File: src/rtl/array_multiplier.sv
// Unsigned WIDTH x WIDTH carry-save array multiplier with a registered product and valid strobe.
// Define ARRAY_MULTIPLIER_PIPE_EN to add a stage register after row WIDTH/2 (latency 2 instead of 1).
module array_multiplier #(
    parameter int WIDTH = 4
) (
    input  logic                 clk,
    input  logic                 rst_n,
    input  logic [WIDTH-1:0]     a,
    input  logic [WIDTH-1:0]     b,
    input  logic                 in_valid,
    output logic [2*WIDTH-1:0]   p,
    output logic                 out_valid
);

    localparam int W = WIDTH;
    localparam int H = WIDTH / 2;

    function automatic logic [1:0] full_add(input logic x, input logic y, input logic z);
        return {(x & y) | (x & z) | (y & z), x ^ y ^ z};
    endfunction

    function automatic logic [1:0] half_add(input logic x, input logic y);
        return {x & y, x ^ y};
    endfunction

    logic [W-1:0]   pp    [W];
    logic [W-1:0]   s_row [W];
    logic [W-1:0]   c_row [W];
    logic [W-1:0]   lo;
    logic [W-1:0]   hi;
    logic [W-2:0]   s_fin;
    logic [W-1:0]   c_fin;
    logic           cr    [1:W-1];
    logic [2*W-1:0] prod;

`ifdef ARRAY_MULTIPLIER_PIPE_EN
    localparam int BHW = (W - H - 1 > 0) ? W - H - 1 : 1;

    logic           stage_valid;
    logic [W-1:0]   a_q;
    logic [BHW-1:0] b_up;
    logic [BHW-1:0] b_hi;
    logic [W-2:0]   s_q;
    logic [W-1:0]   c_q;
    logic [H:0]     lo_pre;
    logic [H:0]     lo_q;

    // Multiplier bits consumed only by the rows after the stage register.
    if (H < W - 1) begin : g_bup
        assign b_up = b[W-1:H+1];
    end else begin : g_bup_none
        assign b_up = '0;
    end

    for (genvar k = 0; k <= H; k++) begin : g_lo_pre
        assign lo_pre[k] = s_row[k][0];
    end
`endif

    for (genvar i = 0; i < W; i++) begin : g_pp
`ifdef ARRAY_MULTIPLIER_PIPE_EN
        if (i <= H) begin : g_front
            assign pp[i] = a & {W{b[i]}};
        end else begin : g_back
            assign pp[i] = a_q & {W{b_hi[i-H-1]}};
        end
`else
        assign pp[i] = a & {W{b[i]}};
`endif
    end

    assign s_row[0] = pp[0];
    assign c_row[0] = '0;

    // Row i: sum bit j+1 and carry bit j of row i-1 both carry weight i+j, matching pp[i][j].
    for (genvar i = 1; i < W; i++) begin : g_row
        logic [W-2:0] s_in;
        logic [W-1:0] c_in;
        logic [W-1:0] s_o;
        logic [W-1:0] c_o;

`ifdef ARRAY_MULTIPLIER_PIPE_EN
        if (i == H + 1) begin : g_src_reg
            assign s_in = s_q;
            assign c_in = c_q;
        end else begin : g_src_row
            assign s_in = s_row[i-1][W-1:1];
            assign c_in = c_row[i-1];
        end
`else
        assign s_in = s_row[i-1][W-1:1];
        assign c_in = c_row[i-1];
`endif

        for (genvar j = 0; j < W; j++) begin : g_cell
            if (j == W - 1) begin : g_ha
                assign {c_o[j], s_o[j]} = half_add(pp[i][j], c_in[j]);
            end else begin : g_fa
                assign {c_o[j], s_o[j]} = full_add(pp[i][j], s_in[j], c_in[j]);
            end
        end

        assign s_row[i] = s_o;
        assign c_row[i] = c_o;
    end

    for (genvar k = 0; k < W; k++) begin : g_lo
`ifdef ARRAY_MULTIPLIER_PIPE_EN
        if (k <= H) begin : g_lo_reg
            assign lo[k] = lo_q[k];
        end else begin : g_lo_row
            assign lo[k] = s_row[k][0];
        end
`else
        assign lo[k] = s_row[k][0];
`endif
    end

`ifdef ARRAY_MULTIPLIER_PIPE_EN
    if (H == W - 1) begin : g_fin_reg
        assign s_fin = s_q;
        assign c_fin = c_q;
    end else begin : g_fin_row
        assign s_fin = s_row[W-1][W-1:1];
        assign c_fin = c_row[W-1];
    end
`else
    assign s_fin = s_row[W-1][W-1:1];
    assign c_fin = c_row[W-1];
`endif

    // Final ripple adder; the top bit needs no carry out since the product cannot overflow.
    for (genvar j = 0; j < W; j++) begin : g_rca
        if (j == 0) begin : g_first
            assign {cr[1], hi[0]} = half_add(s_fin[0], c_fin[0]);
        end else if (j < W - 1) begin : g_mid
            assign {cr[j+1], hi[j]} = full_add(s_fin[j], c_fin[j], cr[j]);
        end else begin : g_top
            assign hi[j] = c_fin[j] ^ cr[j];
        end
    end

    assign prod = {hi, lo};

`ifdef ARRAY_MULTIPLIER_PIPE_EN
    always_ff @(posedge clk or negedge rst_n) begin
        if (!rst_n) begin
            stage_valid <= 1'b0;
            a_q         <= '0;
            b_hi        <= '0;
            s_q         <= '0;
            c_q         <= '0;
            lo_q        <= '0;
        end else begin
            stage_valid <= in_valid;
            if (in_valid) begin
                a_q  <= a;
                b_hi <= b_up;
                s_q  <= s_row[H][W-1:1];
                c_q  <= c_row[H];
                lo_q <= lo_pre;
            end
        end
    end

    always_ff @(posedge clk or negedge rst_n) begin
        if (!rst_n) begin
            p         <= '0;
            out_valid <= 1'b0;
        end else begin
            out_valid <= stage_valid;
            if (stage_valid) begin
                p <= prod;
            end
        end
    end
`else
    always_ff @(posedge clk or negedge rst_n) begin
        if (!rst_n) begin
            p         <= '0;
            out_valid <= 1'b0;
        end else begin
            out_valid <= in_valid;
            if (in_valid) begin
                p <= prod;
            end
        end
    end
`endif

endmodule

File: config.mk
export PLATFORM = sky130hd
export DESIGN_NAME = array_multiplier
export DESIGN_NICKNAME = d
export VERILOG_FILES = /design/src/rtl/array_multiplier.sv
export SDC_FILE = /design/constraint.sdc
export NUM_CORES = 1
export LEC_CHECK = 0
export BUFFER_PORTS_ARGS = -buffer_cell sky130_fd_sc_hd__buf_2
export CORE_UTILIZATION = 40
export CTS_CLUSTER_SIZE = 40
export DETAILED_ROUTE_END_ITERATION = 8
export SYNTH_ARGS = -nofsm -noshare
export SYNTH_HDL_FRONTEND = slang
export SYNTH_SLANG_ARGS = --single-unit
File: constraint.sdc
create_clock -name clk -period 0.9 [get_ports clk]
set_input_delay 0.045 -clock clk [delete_from_list [all_inputs] [get_ports clk]]
set_output_delay 0.045 -clock clk [all_outputs]
set_load 0.005 [all_outputs]
==> summary.txt, run 1 <==
Outcome
  • Outcome: complete, but fails checks
  • Violated checks: negative setup slack

Yosys
  • Post-Syn Instances: 50
  • Primary FF master, synth: dfrtp_1
  • Number of synthesized flops with an enable pin: 0
  • Synth Area in XOR/XNOR: 0%
  • Synth warnings: 0
  • Net count after synthesis: 73
  • Count leader, synth: and2_1
  • Sequential share of the synthesized area: between 30% and 40%
  • Top cells by area, synth: dfrtp_1, fa_1, mux2_4
  • Cell accounting for the most synthesized area: dfrtp_1
  • Avg Cell Area, Syn: between 10 and 15 µm²
  • Post-Synth Simple-Gate Area: roughly 14%
  • Top cell types by occurrence after synthesis: and2_1, dfrtp_1, fa_1
  • Post-Syn Area: 666 µm²
  • Main combinational cell family by area after synthesis: adder cells
  • Synth Area in Compound Gates: less than 1%
  • Synth Register Bits: 9
  • Post-synthesis mux area share: 15.8%
  • Fraction of registers with async set/reset: between 90% and 100%
  • Synth top area share: about a third
  • Post-Synth Adder-Cell Area: roughly a third
  • Cell variety after synth: 10

Setup path
  • Crit path largest cell delay: around 0.41 ns
  • FF-to-FF End: p[3]
  • Crit path DAT: about 2.6 ns
  • Reg2reg start: p[3]
  • Worst path depth: 11
  • Startpoint Class: input port
  • R2R Setup Slk: roughly 0.12 ns
  • CP top delay family: adder cells
  • CP Max Fanout: 3
  • Critical Path Source: b[1]
  • Critical path class: in -> reg
  • Setup crit end kind: flop
  • Cell count of the worst reg-to-reg path: 1
  • Sum of buffers and inverters on the critical path: 3
  • Required @ worst endpoint: roughly 1.0 ns
  • Highest-delay cell along the critical path: fa_1
  • CP cell instances: buf_6, and2_4, ha_4, inv_2, fa_1, inv_1, fa_1, ha_2, fa_2, fa_2, mux2_4
  • Worst setup path end: p[6]

Drt
  • Vias: 454
  • DRT Pass-1 Iters: 2
  • # DRC: 0
  • Via density: between 4 and 5
  • DRT iter0 DRCs: 3
  • DR WL/cell: 12.8 µm
  • Total Wirelength: approximately 1200 µm
  • Post-route ant nets: 0

CTS
  • CTS max path bufs: 2
  • Worst-skew pair later-pin latency: between 0.2 and 0.3 ns
  • Worst-path clk slew: roughly 0.06 ns
  • CTS tree: built
  • Clk root buf: clkbuf_4
  • # H-tree levels: 1
  • Clock tree sinks: 9
  • CTS buffer count: 3

STA
  • Worst-Margin Slew: approximately 0.27 ns
  • Final hold vios: 0
  • Final WS setup: -1.52 ns
  • Worst Skew: 0 ns
  • Post-Route Setup TNS: -6.00 ns
  • Setup violations, final: 6
  • Final Slew Violations: 0
  • Final min period: approximately 2.4 ns
  • Worst slew margin: approximately four fifths
  • Max Clock Freq: around 410 MHz
  • Period Utilization, post-route: 269%
  • RSZ-0062 raised after global routing: yes

Floorplan
  • Die W: roughly 43 µm
  • Core area: around 0.0015 mm²
  • Die height: 42.8 µm
  • FP Rows: 14
  • Die ar.: roughly 0.0018 mm²
  • Initial core utilization: 43.7%
  • Top Ports: 20

Finish
  • N_diodes: 0
  • Multi-input logic area: about 480 µm²
  • Final net count: 102
  • Final Util: between 60% and 70%
  • Layout Cells excl Fill: 94
  • Share of cells above drive strength 1: around 64%
  • Register area: ~230 µm²
  • Fill cells: between 100 and 150
  • Layout area overhead: 42.1%

GRT
  • GRT overflow: 0
  • Pin count of the biggest net entering global routing: 11
  • Vias in the first global route: about 490
  • Initial antenna violation count: 0
  • First-pass GRT wire length: roughly 2200 µm
  • Gr usage total: around 17%

Power and ir drop
  • Total power: 1.33 mW
  • Leak: around 0.47 nW
  • Pwr Density: ~1400 mW/mm²
  • Worst vdd ir: about 1.3 mV

Min path
  • Worst hold start: in_valid
  • Hold crit path type: in -> reg
  • WHS Path Cells: 1

Placement
  • RePlAce Congestion: approximately 0.7
  • Pre-CTS setup slack: -1.85 ns
  • Final HPWL DP: 922 µm
  • I/O Buffers: 19
  • Inst Count DP: slightly below 90

Run
  • Total of max-cap violations: 0
-- worst min path at each step --
stage	to	slack, ns
after floorplan	out_valid	-0.25
after global placement	p[6]	-0.1
after detailed placement	p[6]	-0.1
after CTS	out_valid	0.05
after global routing	out_valid	0.05
final	out_valid	0.06
-- through the flow --
step / area [µm²] / hold slack [ns]
after global placement: 857 / -0.0990
after CTS: 940 / 0.0468
final: 946 / 0.0566
after detailed placement: 857 / -0.0988
after global routing: 946 / 0.0457
after floorplan: 716 / -0.251
-- power breakdown --
group          total [mW]  switching, mW  internal, mW  leakage [nW]
clock network       0.304          0.133         0.170        0.0150
logic               0.486          0.180         0.306         0.343
registers           0.539         0.0491         0.490         0.111
-- per-layer routing --
| metal | wire length, µm | part of all wire (%) | up-vias | track usage (%) |
|---|---|---|---|---|
| met5 | 0 | 0 | - | 0 |
| met4 | 14 | 1.2 | 0 | 5.63 |
| met3 | 55 | 4.6 | 2 | 6.38 |
| met2 | 570 | 47 | 12 | 24.5 |
| met1 | 563 | 47 | 222 | 23.0 |
| li1 | - | - | 218 | - |
-- registers in the layout, summed over array words and instances (netlist names) --
| signal | cells |
|---|---|
| p | 8 |
| out_valid | 1 |
-- kinds of logic after synthesis --
group | count (synthesis)
and+or+nand+nor | 16
adders and majority gates | 12
DFF | 9
muxes | 7
buffers and inverters | 5
AOI/OAI and AO/OA | 1
-- cell usage in the layout (no fill, tap or decap) --
| master | count |
|---|---|
| clkbuf_1 | 1 |
| dlygate4sd3_1 | 1 |
| inv_1 | 3 |
| nand2_1 | 2 |
| ha_2 | 1 |
| fa_2 | 5 |
| mux2_4 | 7 |
| buf_8 | 1 |
| clkbuf_4 | 3 |
| buf_4 | 5 |
| buf_2 | 14 |
| ha_4 | 3 |
| nand3_1 | 1 |
| o21ai_0 | 1 |
| inv_2 | 1 |
| and2_1 | 7 |
| dfrtp_1 | 9 |
| fa_1 | 3 |
| and2_4 | 6 |
| buf_6 | 4 |
-- layout make-up --
class,count,area share (%)
Sequential cell,9,23.8
Tap cell,16,2.12
Timing Repair Buffer,25,18.8
Clock buffer,4,2.78
Multi-Input combinational cell,36,50.9
Inverter,4,1.59
-- repair_timing --
action,CTS,global route
setup buffers,0,0
endpoints found under the setup margin,6,6
endpoints found under the hold margin,9,0
pin swaps,4,1
resized for setup,9,1
hold buffers,1,0
Note: power is estimated with default switching activity, not from simulation.
==> inputs of run 2 (changes only) <==
--- a/config.mk
+++ b/config.mk
@@ -6,9 +6,10 @@
 export NUM_CORES = 1
 export LEC_CHECK = 0
 export BUFFER_PORTS_ARGS = -buffer_cell sky130_fd_sc_hd__buf_2
-export CORE_UTILIZATION = 40
+export CORE_UTILIZATION = 45
 export CTS_CLUSTER_SIZE = 40
 export DETAILED_ROUTE_END_ITERATION = 8
+export PLACE_DENSITY = 0.71
 export SYNTH_ARGS = -nofsm -noshare
 export SYNTH_HDL_FRONTEND = slang
 export SYNTH_SLANG_ARGS = --single-unit
==> summary.txt, run 2 (synthesized netlist as in run 1, its figures left out) <==
GRT
  • Initial antenna violation count: 0 (unchanged)
  • Gr usage total: 18.6% (was 16.8%)
  • First-pass GRT wire length: 1820 µm (was 2190 µm)
  • GRT overflow: 0 (unchanged)
  • Vias in the first global route: 452 (was 485)
  • Pin count of the biggest net entering global routing: 11 (unchanged)

Setup path
  • Worst setup path end: p[6] (unchanged)
  • Required @ worst endpoint: 1.05 ns (was 1.04 ns)
  • Startpoint Class: input port (unchanged)
  • Critical path class: in -> reg (unchanged)
  • CP Max Fanout: 3 (unchanged)
  • Critical Path Source: a[2] (was b[1])
  • R2R Setup Slk: 0.14 ns (was 0.12 ns)
  • Crit path DAT: 2.57 ns (about the same)
  • Setup crit end kind: flop (unchanged)
  • Reg2reg start: p[2] (was p[3])
  • FF-to-FF End: p[2] (was p[3])
  • Cell count of the worst reg-to-reg path: 1 (unchanged)

Finish
  • Share of cells above drive strength 1: 63.3% (was 64.1%)
  • Design Area, Final: 947 µm² (was 946 µm²)
  • N_diodes: 0 (unchanged)
  • Layout Cells excl Fill: 94 (unchanged)
  • Fill cells: 110 (was 121)
  • Layout area overhead: 42.3% (was 42.1%)
  • Final net count: 103 (was 102)
  • Max reg flops: 8 (unchanged)
  • Most flops, register: p (unchanged)
  • Most frequent cells in the layout: buf_2, dfrtp_1, and2_1 (was buf_2, dfrtp_1, and2_1, mux2_4, and2_4)
  • Most common cell after layout, fill and taps aside: buf_2 (unchanged)
  • Largest regs: p x8, out_valid x1 (unchanged)

STA
  • Worst Skew: 0 ns (unchanged)
  • Min Hold Slack: 0.0494 ns (was 0.0566 ns)
  • Post-Route Setup TNS: -5.95 ns (was -6.00 ns)
  • Max Clock Freq: 413 MHz (about the same)
  • Final WS setup: -1.52 ns (about the same)
  • Worst-Margin Slew: 0.267 ns (was 0.272 ns)
  • Final min period: 2.42 ns (about the same)
  • Setup violations, final: 6 (unchanged)
  • Final hold vios: 0 (unchanged)
  • Period Utilization, post-route: 269% (about the same)
  • Worst slew margin: 82.2% (was 81.9%)
  • Final Slew Violations: 0 (unchanged)
  • RSZ-0062 raised after global routing: yes (unchanged)

Outcome
  • Outcome: complete, but fails checks (unchanged)
  • Violated checks: negative setup slack (unchanged)

Floorplan
  • Die ar.: 0.00164 mm² (was 0.00183 mm²)
  • FP Rows: 13 (was 14)
  • Top Ports: 20 (unchanged)
  • Initial core utilization: 49.9% (was 43.7%)
  • Die W: 40.5 µm (was 42.8 µm)
  • Die height: 40.5 µm (was 42.8 µm)
  • Core area: 0.00133 mm² (was 0.00152 mm²)

Drt
  • Post-route ant nets: 0 (unchanged)
  • DR WL/cell: 12.9 µm (was 12.8 µm)
  • Via density: 4.76 (was 4.83)
  • DRT iter0 DRCs: 12 (was 3)
  • DRT Pass-1 Iters: 2 (unchanged)
  • # DRC: 0 (unchanged)
  • Total Wirelength: 1210 µm (was 1200 µm)
  • Vias: 447 (was 454)

Power and ir drop
  • Total power: 1.35 mW (was 1.33 mW)
  • Pwr Density: 1420 mW/mm² (was 1400 mW/mm²)
  • Leak: 0.471 nW (was 0.469 nW)
  • Worst vdd ir: 1.19 mV (was 1.33 mV)

Placement
  • Inst Count DP: 88 (was 89)
  • RePlAce Congestion: 0.802 (was 0.717)
  • I/O Buffers: 19 (unchanged)
  • Final HPWL DP: 963 µm (was 922 µm)
  • DP Area: 856 µm² (was 857 µm²)

Run
  • Total of max-cap violations: 0 (unchanged)

CTS
  • # H-tree levels: 1 (unchanged)
  • CTS buffer count: 3 (unchanged)
  • CTS max path bufs: 2 (unchanged)
  • Clk root buf: clkbuf_4 (unchanged)
  • Clock tree sinks: 9 (unchanged)
  • Worst-path clk slew: 0.05 ns (was 0.06 ns)
  • Worst-skew pair later-pin latency: 0.27 ns (was 0.25 ns)
  • CTS tree: built (unchanged)

Min path
  • Worst hold start: in_valid (unchanged)
  • Hold crit path type: in -> reg (unchanged)
run 2: critical path, cell delays in order:
cell	delay, ns
buf_8	0.10
and2_4	0.15
ha_4	0.15
inv_2	0.04
fa_1	0.39
inv_1	0.08
fa_1	0.42
ha_2	0.19
fa_2	0.33
fa_2	0.41
mux2_4	0.26
run 2: power by group:
group | switching (mW) | total, mW | internal, mW
sequential | 0.0374 | 0.527 | 0.489
clock | 0.149 | 0.320 | 0.171
combinational | 0.190 | 0.499 | 0.309
total | 0.376 | 1.35 | 0.970
run 2: routing by layer:
metal  share of wire (%)  up-vias  global-route usage [%]
met5                   0        -                       0
met4                 1.3        0                    7.50
met3                 5.0        2                    8.33
met2                  50       11                    29.8
met1                  44      216                    21.6
li1                    -      218                       -
run 2: through the flow:
stage	utilization, %	setup slack [ns]
floorplan	-	-1.65
finish	71.0	-1.52
detailed placement	64.2	-1.86
global placement	64.2	-1.84
global route	71.0	-1.59
CTS	68.9	-1.54
run 2: repair_timing:
| item | in CTS | in global routing |
|---|---|---|
| hold buffers | 1 | 0 |
| buffers inserted | 0 | 1 |
| pin swaps | 5 | 3 |
| setup endpoints to repair | 6 | 6 |
| endpoints found under the hold margin | 9 | 0 |
| gates resized for setup | 7 | 3 |
| gates cloned | 0 | 0 |
run 2: cell type report:
cell class	count	area (µm²)	area share, %
Multi-Input combinational cell	36	479	50.6
Sequential cell	9	225	23.8
Timing Repair Buffer	26	183	19.3
Clock buffer	4	26.3	2.77
Tap cell	15	18.8	1.98
Inverter	4	15.0	1.59
run 2: how the worst min path moves through the flow:
stage,endpoint,slack [ns],cells after the start
floorplan,out_valid,-0.25,0
global placement,p[1],-0.10,1
detailed placement,p[1],-0.1,1
CTS,out_valid,0.04,1
global route,out_valid,0.05,1
finish,out_valid,0.05,1
